==> src/rtl/polar_encoder_pkg.sv <==
// polar_encoder_pkg: default code parameters and FSM encoding shared by the encoder files.
// Rev 1.0
`default_nettype none

package polar_encoder_pkg;

  localparam int          c_N         = 8;
  localparam int          c_LOG2N     = 3;
  localparam int          c_K         = 4;
  localparam logic [7:0]  c_INFO_MASK = 8'b1110_1000;

  typedef enum logic [1:0] {
    ST_LOAD = 2'd0,
    ST_ENC  = 2'd1,
    ST_OUT  = 2'd2
  } enc_state_t;

endpackage

`default_nettype wire

==> src/rtl/polar_encoder_stage.sv <==
// polar_encoder_stage: one combinational XOR-butterfly stage of x = u * F^(xLOG2N).
// Rev 1.0
`default_nettype none

module polar_encoder_stage
  import polar_encoder_pkg::*;
#(
  parameter int N     = c_N,
  parameter int LOG2N = c_LOG2N,
  parameter int SW    = 2
) (
  input  logic [N-1:0]  i_vec,
  input  logic [SW-1:0] i_stg,
  output logic [N-1:0]  o_vec
);

  logic [LOG2N-1:0] w_sel;

  for (genvar gs = 0; gs < LOG2N; gs++) begin : g_sel
    assign w_sel[gs] = (i_stg == SW'(gs));
  end

  // Lower element of each pair absorbs its partner 2^s above; upper element passes through.
  for (genvar gi = 0; gi < N; gi++) begin : g_bit
    logic [LOG2N-1:0] w_hit;
    for (genvar gs = 0; gs < LOG2N; gs++) begin : g_stg
      if (((gi >> gs) & 1) == 0) begin : g_lo
        assign w_hit[gs] = w_sel[gs] & i_vec[gi + (1 << gs)];
      end else begin : g_hi
        assign w_hit[gs] = 1'b0;
      end
    end
    assign o_vec[gi] = i_vec[gi] ^ (|w_hit);
  end

endmodule

`default_nettype wire

==> src/rtl/polar_encoder.sv <==
// polar_encoder: serial info-bit collection, frozen-bit scatter, LOG2N butterfly stages, valid/ready output.
// Rev 1.0
`default_nettype none

module polar_encoder
  import polar_encoder_pkg::*;
#(
  parameter int             N         = c_N,
  parameter int             LOG2N     = c_LOG2N,
  parameter int             K         = c_K,
  parameter logic [N-1:0]   INFO_MASK = c_INFO_MASK
) (
  input  logic         clk,
  input  logic         rst_n,
  input  logic         in_valid,
  output logic         in_ready,
  input  logic         in_bit,
  output logic         out_valid,
  input  logic         out_ready,
  output logic [N-1:0] out_code,
  output logic         busy
);

  localparam int CW = $clog2(K + 1);
  localparam int SW = $clog2(LOG2N + 1);

  enc_state_t   r_state;
  enc_state_t   w_state_next;
  logic [CW-1:0] r_cnt;
  logic [SW-1:0] r_stg;
  logic [K-1:0]  r_info;
  logic [N-1:0]  r_work;
  logic [N-1:0]  r_out_code;
  logic          r_out_valid;

  logic [K-1:0]  w_info_next;
  logic [N-1:0]  w_stage_vec;
  logic          w_accept;
  logic          w_last_accept;
  logic          w_last_stage;
  logic          w_handshake;

  // d[m] lands on the m-th set bit of INFO_MASK, counting up from bit 0.
  function automatic logic [N-1:0] scatter(input logic [K-1:0] d);
    logic [N-1:0] u;
    int           m;
    u = '0;
    m = 0;
    for (int i = 0; i < N; i++) begin
      if (INFO_MASK[i]) begin
        if (m < K) u[i] = d[m];
        m++;
      end
    end
    return u;
  endfunction

  assign w_accept      = in_valid && (r_state == ST_LOAD);
  assign w_last_accept = w_accept && (r_cnt == CW'(K - 1));
  assign w_last_stage  = (r_stg == SW'(LOG2N - 1));
  assign w_handshake   = r_out_valid && out_ready;

  always_comb begin
    w_info_next = r_info;
    for (int m = 0; m < K; m++) begin
      if (r_cnt == CW'(m)) w_info_next[m] = in_bit;
    end
  end

  polar_encoder_stage #(
    .N     (N),
    .LOG2N (LOG2N),
    .SW    (SW)
  ) u_stage (
    .i_vec (r_work),
    .i_stg (r_stg),
    .o_vec (w_stage_vec)
  );

  always_comb begin
    w_state_next = r_state;
    case (r_state)
      ST_LOAD: if (w_last_accept) w_state_next = ST_ENC;
      ST_ENC:  if (w_last_stage)  w_state_next = ST_OUT;
      ST_OUT:  if (w_handshake)   w_state_next = ST_LOAD;
      default:                    w_state_next = ST_LOAD;
    endcase
  end

  always_ff @(posedge clk or negedge rst_n) begin
    if (!rst_n) begin
      r_state <= ST_LOAD;
    end else begin
      r_state <= w_state_next;
    end
  end

  // The first OUT cycle registers the codeword; the handshake is taken from the cycle after.
  always_ff @(posedge clk or negedge rst_n) begin
    if (!rst_n) begin
      r_cnt       <= '0;
      r_stg       <= '0;
      r_info      <= '0;
      r_work      <= '0;
      r_out_code  <= '0;
      r_out_valid <= 1'b0;
    end else begin
      case (r_state)
        ST_LOAD: begin
          if (w_accept) begin
            r_info <= w_info_next;
            if (w_last_accept) begin
              r_cnt  <= '0;
              r_work <= scatter(w_info_next);
            end else begin
              r_cnt  <= r_cnt + CW'(1);
            end
          end
        end
        ST_ENC: begin
          r_work <= w_stage_vec;
          r_stg  <= w_last_stage ? '0 : r_stg + SW'(1);
        end
        ST_OUT: begin
          if (!r_out_valid) begin
            r_out_code  <= r_work;
            r_out_valid <= 1'b1;
          end else if (out_ready) begin
            r_out_valid <= 1'b0;
          end
        end
        default: begin
          r_cnt <= '0;
          r_stg <= '0;
        end
      endcase
    end
  end

  assign in_ready  = (r_state == ST_LOAD);
  assign busy      = (r_state != ST_LOAD);
  assign out_valid = r_out_valid;
  assign out_code  = r_out_code;

endmodule

`default_nettype wire

==> config.mk <==
export PLATFORM = sky130hd
export DESIGN_NAME = polar_encoder
export DESIGN_NICKNAME = d
export VERILOG_FILES = /design/src/rtl/polar_encoder_pkg.sv /design/src/rtl/polar_encoder_stage.sv /design/src/rtl/polar_encoder.sv
export SDC_FILE = /design/constraint.sdc
export NUM_CORES = 1
export LEC_CHECK = 0
export CAP_MARGIN = 20
export CORE_UTILIZATION = 50
export DETAILED_ROUTE_END_ITERATION = 10
export GPL_TIMING_DRIVEN = 0
export PLACE_DENSITY = 0.8
export SETUP_SLACK_MARGIN = 0.15
export SYNTH_ARGS = -nofsm -noshare
export SYNTH_HDL_FRONTEND = slang
export SYNTH_SLANG_ARGS = --single-unit
==> constraint.sdc <==
create_clock -name clk -period 1.7 [get_ports clk]
set_clock_uncertainty 0.1 [all_clocks]
set_input_delay 0.34 -clock clk [delete_from_list [all_inputs] [get_ports clk]]
set_output_delay 0.34 -clock clk [all_outputs]
set_load 0.02 [all_outputs]
# Word level (Yosys, flattened, before mapping)
# Cells that the tools add are included.
dict set report totals {
  latch_bits 0
  n_memories 0
  out_inout_bits 11
  reg_bits 28
  wordCells 110
  mem_bits_rw 0
  input_bits 5
  rom_bits 0
}
dict set report classes {
  n_div 0
  n_bitwise 22
  muxes 39
  add_sub_neg 4
  n_mul 0
  reduce_logical 20
  n_shift 0
  eq_ne 11
  n_lt_le_gt_ge 6
}
# cell n
set op_table {}
lappend op_table {{32-bit 2-to-1 mux} 9}
lappend op_table {{32-bit by 4-bit < comparator with 1-bit output (second input constant)} 6}
lappend op_table {{32-bit by 2-bit adder with 32-bit output (second input constant)} 2}
lappend op_table {{8-bit 2-to-1 mux} 2}
lappend op_table {{8-bit one-hot mux with 2 select lines} 1}
lappend op_table {{1-bit 2-to-1 mux} 15}
lappend op_table {{1-bit bitwise AND} 12}
lappend op_table {{2-bit OR reduction} 5}
lappend op_table {{2-bit 2-to-1 mux} 4}
lappend op_table {{1-bit XOR} 7}
lappend op_table {{1-bit binary-select mux with 2-bit select} 3}
lappend op_table {{3-bit by 2-bit == test with 1-bit output (second input constant)} 2}
lappend op_table {{3-bit 2-to-1 mux} 2}
lappend op_table {{2-bit one-hot mux with 3 select lines} 1}
lappend op_table {{3-bit one-hot mux with 2 select lines} 1}
lappend op_table {{2-bit AND reduction} 3}
lappend op_table {{3-bit AND reduction} 2}
lappend op_table {{2-bit by 1-bit == test with 1-bit output (second input constant)} 2}
lappend op_table {{2-bit == test (second input constant)} 2}
lappend op_table {{2-bit logical NOT} 2}
lappend op_table {{2-bit by 1-bit != test with 1-bit output (second input constant)} 2}
lappend op_table {{2-bit != test (second input constant)} 2}
lappend op_table {{2-bit one-hot mux with 2 select lines} 1}
lappend op_table {{4-bit AND reduction} 1}
lappend op_table {{8 further kinds} 13}

# Logic depth before layout (Yosys ltp)
dict set report depth {
  word_depth 21
  mapped_depth 7
  ltp_nobuf 6
}

# Cells and area by module
# From an unflattened synthesis, not the netlist that was laid out.
dict set report unflattened {
  cells_unflattened 142
  hier_area_um2 1591.5
}
# module seq_area_each_um2 cells_each area_per_inst_um2 n_inst
set modules_own_cells {}
lappend modules_own_cells {polar_encoder 700.7 119 1415.1 1}
lappend modules_own_cells {polar_encoder_stage 0.0 23 176.4 1}

# Least setup slack after synthesis
# No wires, ideal clock.
dict set report synth_timing {
  path_kind {reg2reg}
  startpoint {reg r_state[0]}
  endpoint {reg r_work[3]}
  stages_incl_launch_ff 8
  t_arrival_ns 1.753
  setup_slack_ns -0.273
  required_time_ns 1.480
  setup_time_ns 0.120
  path_cell_list {dfrtp_1 inv_1 ha_1 buf_6 inv_1 nor3_1 o21ai_0 o211a_1}
}
dict set report synth_between {
  elab_chain_len 5
  elab_cells_between_ends 9
  cone_classes {eq/ne (3); mux (1); reduce/logical (5)}
}
# element line_no
set synth_lines {}
lappend synth_lines {{start: declaration} polar_encoder.sv:27} ;# enc_state_t r_state;
lappend synth_lines {{start signal: assignment} polar_encoder.sv:94} ;# r_state <= w_state_next;
lappend synth_lines {{2-bit logical NOT (*)} -}
lappend synth_lines {{net in_ready} polar_encoder.sv:16} ;# output logic in_ready,
lappend synth_lines {{1-bit logical AND} polar_encoder.sv:58} ;# assign w_accept = in_valid && (r_state == ST_LOAD);
lappend synth_lines {{1-bit logical AND} polar_encoder.sv:59} ;# assign w_last_accept = w_accept && (r_cnt == CW'(K - 1));
lappend synth_lines {{2-bit by 1-bit != test with 1-bit output (no source line)} -}
lappend synth_lines {{3-bit AND reduction (no source line)} -}
lappend synth_lines {{end signal: assignment} polar_encoder.sv:114} ;# r_work <= scatter(w_info_next);
lappend synth_lines {{end signal: assignment} polar_encoder.sv:121} ;# r_work <= w_stage_vec;
lappend synth_lines {{end: declaration} polar_encoder.sv:32} ;# logic [N-1:0] r_work;
# The timed path passes the listed nets; every way through them passes the cells marked *. The select of a mux whose other input is x is not followed.
# A chain may end at the register's enable or synchronous reset.

# Worst setup path after layout
dict set report layout_timing {
  startpoint {reg r_state[1]}
  endpoint {out busy}
}
dict set report layout_between {
  elab_chain_len 1
}
# element line_no
set layout_lines {}
lappend layout_lines {{2-bit nonzero test} polar_encoder.sv:141} ;# assign busy = (r_state != ST_LOAD);
lappend layout_lines {{end: declaration} polar_encoder.sv:21} ;# output logic busy
# No other way between the ends.

==> results.cfg <==
[sta]
worst-slew-pin-transition_ns = 0.525
clock.fmax_mhz = 548
slew_viol_final = 0
rsz0062_at_grt = yes
layout_min_cycle_time_ns = 1.83
finalCritPeriodShare_pct = 107
worst_slack_ns = -0.126
hold_viol = 0
setup_viol = 19
slew_headroom_pct = 64.9
fin_setup_tns_ns = -1.14
hold_slack_ns = 0.225

[synthesis]
post_synth_num_cell_types = 39
synthMostInstantiatedCell = dfrtp_1
synth_ff_type = dfrtp_1
synth_area_leaders = dfrtp_1 45%, mux2_2 9.1%, ha_1 6.7%, mux2i_1 3.4%, nand2_1 2.8%
ys_warn_count = 0
syn_inst = 140
synth-seq-cells = 27
syn-num-nets = 153
syn_avg_cell_area_sq_um = 10.6
synth.top_cell.area_share_pct = 45.5
ys_async_sr_fraction_pct = 100
ys_seq_area_share_pct = 45.5
synth_commonest_cells = 27 x dfrtp_1, 12 x mux2_2, 11 x nand2_1, 9 x inv_1
synth_area_leader_cell = dfrtp_1
synth-edff-count = 0
synth_area_sq_um = 1490

[worst_setup_path]
critPathArrivalTime_ns = 1.39
required_ns = 1.26
reg2reg_setup_slack_ns = -0.11
rr_startpoint = r_state[1]
crit_start = r_state[1]
rr_endpoint = r_work[0]
path_max_fanout = 4
endpoint = busy
path_class = reg -> out
crit_path_end_kind = output port
r2r_cells = 7
worst_setup_path_start_kind = flop

[power]
cellLeakagePower_uw = 0.000910
p_total_uw = 3250
p_per_area_nw_per_um2 = 1600
vdd_drop_max_uv = 1180

[detailed_routing]
wire_per_inst_um = 16.6
postRouteAntennaNets = 0
first_pass_iters = 4
drtIter0Drc = 47
vias_per_cell = 5.87
drc_errors = 0
wirelength_um = 3470
vias = 1227

[layout]
multiInputGateArea_sq_um = 883
n_antenna_cell = 0
seq_area_sq_um = 676
drive_gt1_share_pct = 39.3
fin_nets = 192
fin_cells = 209
syn_to_final_growth_pct = 36.6
fillers = 186

[die]
rows = 19
die_w_um = 56.5
initial_core_util_pct = 53.4
die_y_um = 56.5
pin_count = 16
dieArea_sq_um = 3190
core_sq_um = 2780

[flow_run]
maxCapViolations = 0

[clock_tree]
cts-htree-levels = 1
hold_buffers = 0
cts_buffer_depth = 2
path_clk_slew_ns = 0.15
cts_tree = done
cts.sinks = 27
clk_latency_ns = 0.34
cts_root_buf = clkbuf_4
cts_buffers = 3

[global_routing]
grt_pass1_wl_um = 5660
grt_max_degree = 21
grt_pass1_vias = 1229
grt_use_total_pct = 23.2
grt_remaining_overflow = 0
antenna_found_initial = 0

[run_status]
status = finished with violations
violations = negative setup slack

[placed_design]
dp.cells = 187
io_buffers = 15
dp_hpwl_um = 2200
place.gp.congestion = 0.852
dp_slack_ns = -0.357

[hold_path]
hp-class = in -> async
## worst min-delay path by stage
stage | startpoint | end | slack, ns | cells after the start
floorplan | rst_n | out_code[0] | -0.06 | 0
global placement | r_info[1] | r_info[1] | 0.38 | 1
detailed placement | out_code[0] | out_code[0] | 0.39 | 1
CTS | rst_n | r_cnt[1] | 0.24 | 1
global route | rst_n | r_cnt[1] | 0.25 | 1
finish | rst_n | r_cnt[1] | 0.23 | 1
## power breakdown
group	internal, uW	total (uW)	switching [uW]
sequential	864	1030	170
clock	88.7	287	198
combinational	966	1930	963
total	1920	3250	1330
## registers in the layout (all words and copies together), names as in the netlist
signal,flops
out_code,8
out_valid,1
r_cnt,3
r_info,3
r_state,2
r_stg,2
r_work,8
## stage by stage
step	cell area [sq um]	utilization, %
floorplan	1520	-
global placement	1710	61.4
detailed placement	1740	62.4
CTS	1920	68.9
global route	2030	72.9
finish	2030	72.9
## final cells by class
type / count / area share [%]
Buffer: 5 / 1.97
Clock buffer: 3 / 1.11
Clock inverter: 1 / 0.247
Inverter: 9 / 1.85
Multi-Input combinational cell: 99 / 43.6
Sequential cell: 27 / 33.3
Tap cell: 31 / 1.91
Timing Repair Buffer: 34 / 16.0
## worst max-delay path: stages (launching register included)
cell and delay [ns]:
dfrtp_1 0.43, inv_2 0.11, ha_4 0.16, buf_8 0.11, clkinvlp_4 0.10, buf_6 0.14
## layout by cell type, fill, tap and decap left out, types with 4 or more instances in the layout
cell	Yosys	final
dlygate4sd2_1	0	9
mux2i_1	5	5
a21oi_1	8	4
ha_1	8	5
buf_6	1	9
buf_4	0	12
clkbuf_4	0	4
mux2_2	12	12
nor2_1	6	5
dfrtp_1	27	27
inv_1	9	6
nand2_1	11	11
a21oi_2	0	4
## logic make-up after synthesis
group | Yosys count | share of synthesized area [%]
compound gates | 32 | 14.2
flops | 27 | 45.5
xor+xnor | 3 | 1.77
mux | 17 | 12.5
fa+ha+maj | 8 | 6.74
buf+inv | 14 | 4.21
simple gates | 39 | 15.2
## routing by layer
layer  part of all wire [%]  up-vias  track usage [%]
met2                     54       21             40.7
li1                       -      571                -
met3                    2.8        7             3.69
met1                     40      628             26.5
met4                    2.3        0             13.2
met5                      0        -                0
## timing repair
item                       in CTS  in global routing
pin swaps                       8                 13
buffers inserted               13                  5
gates resized for setup        36                 26
setup endpoints to repair      32                 27
Note: power is estimated with default switching activity, not from simulation.
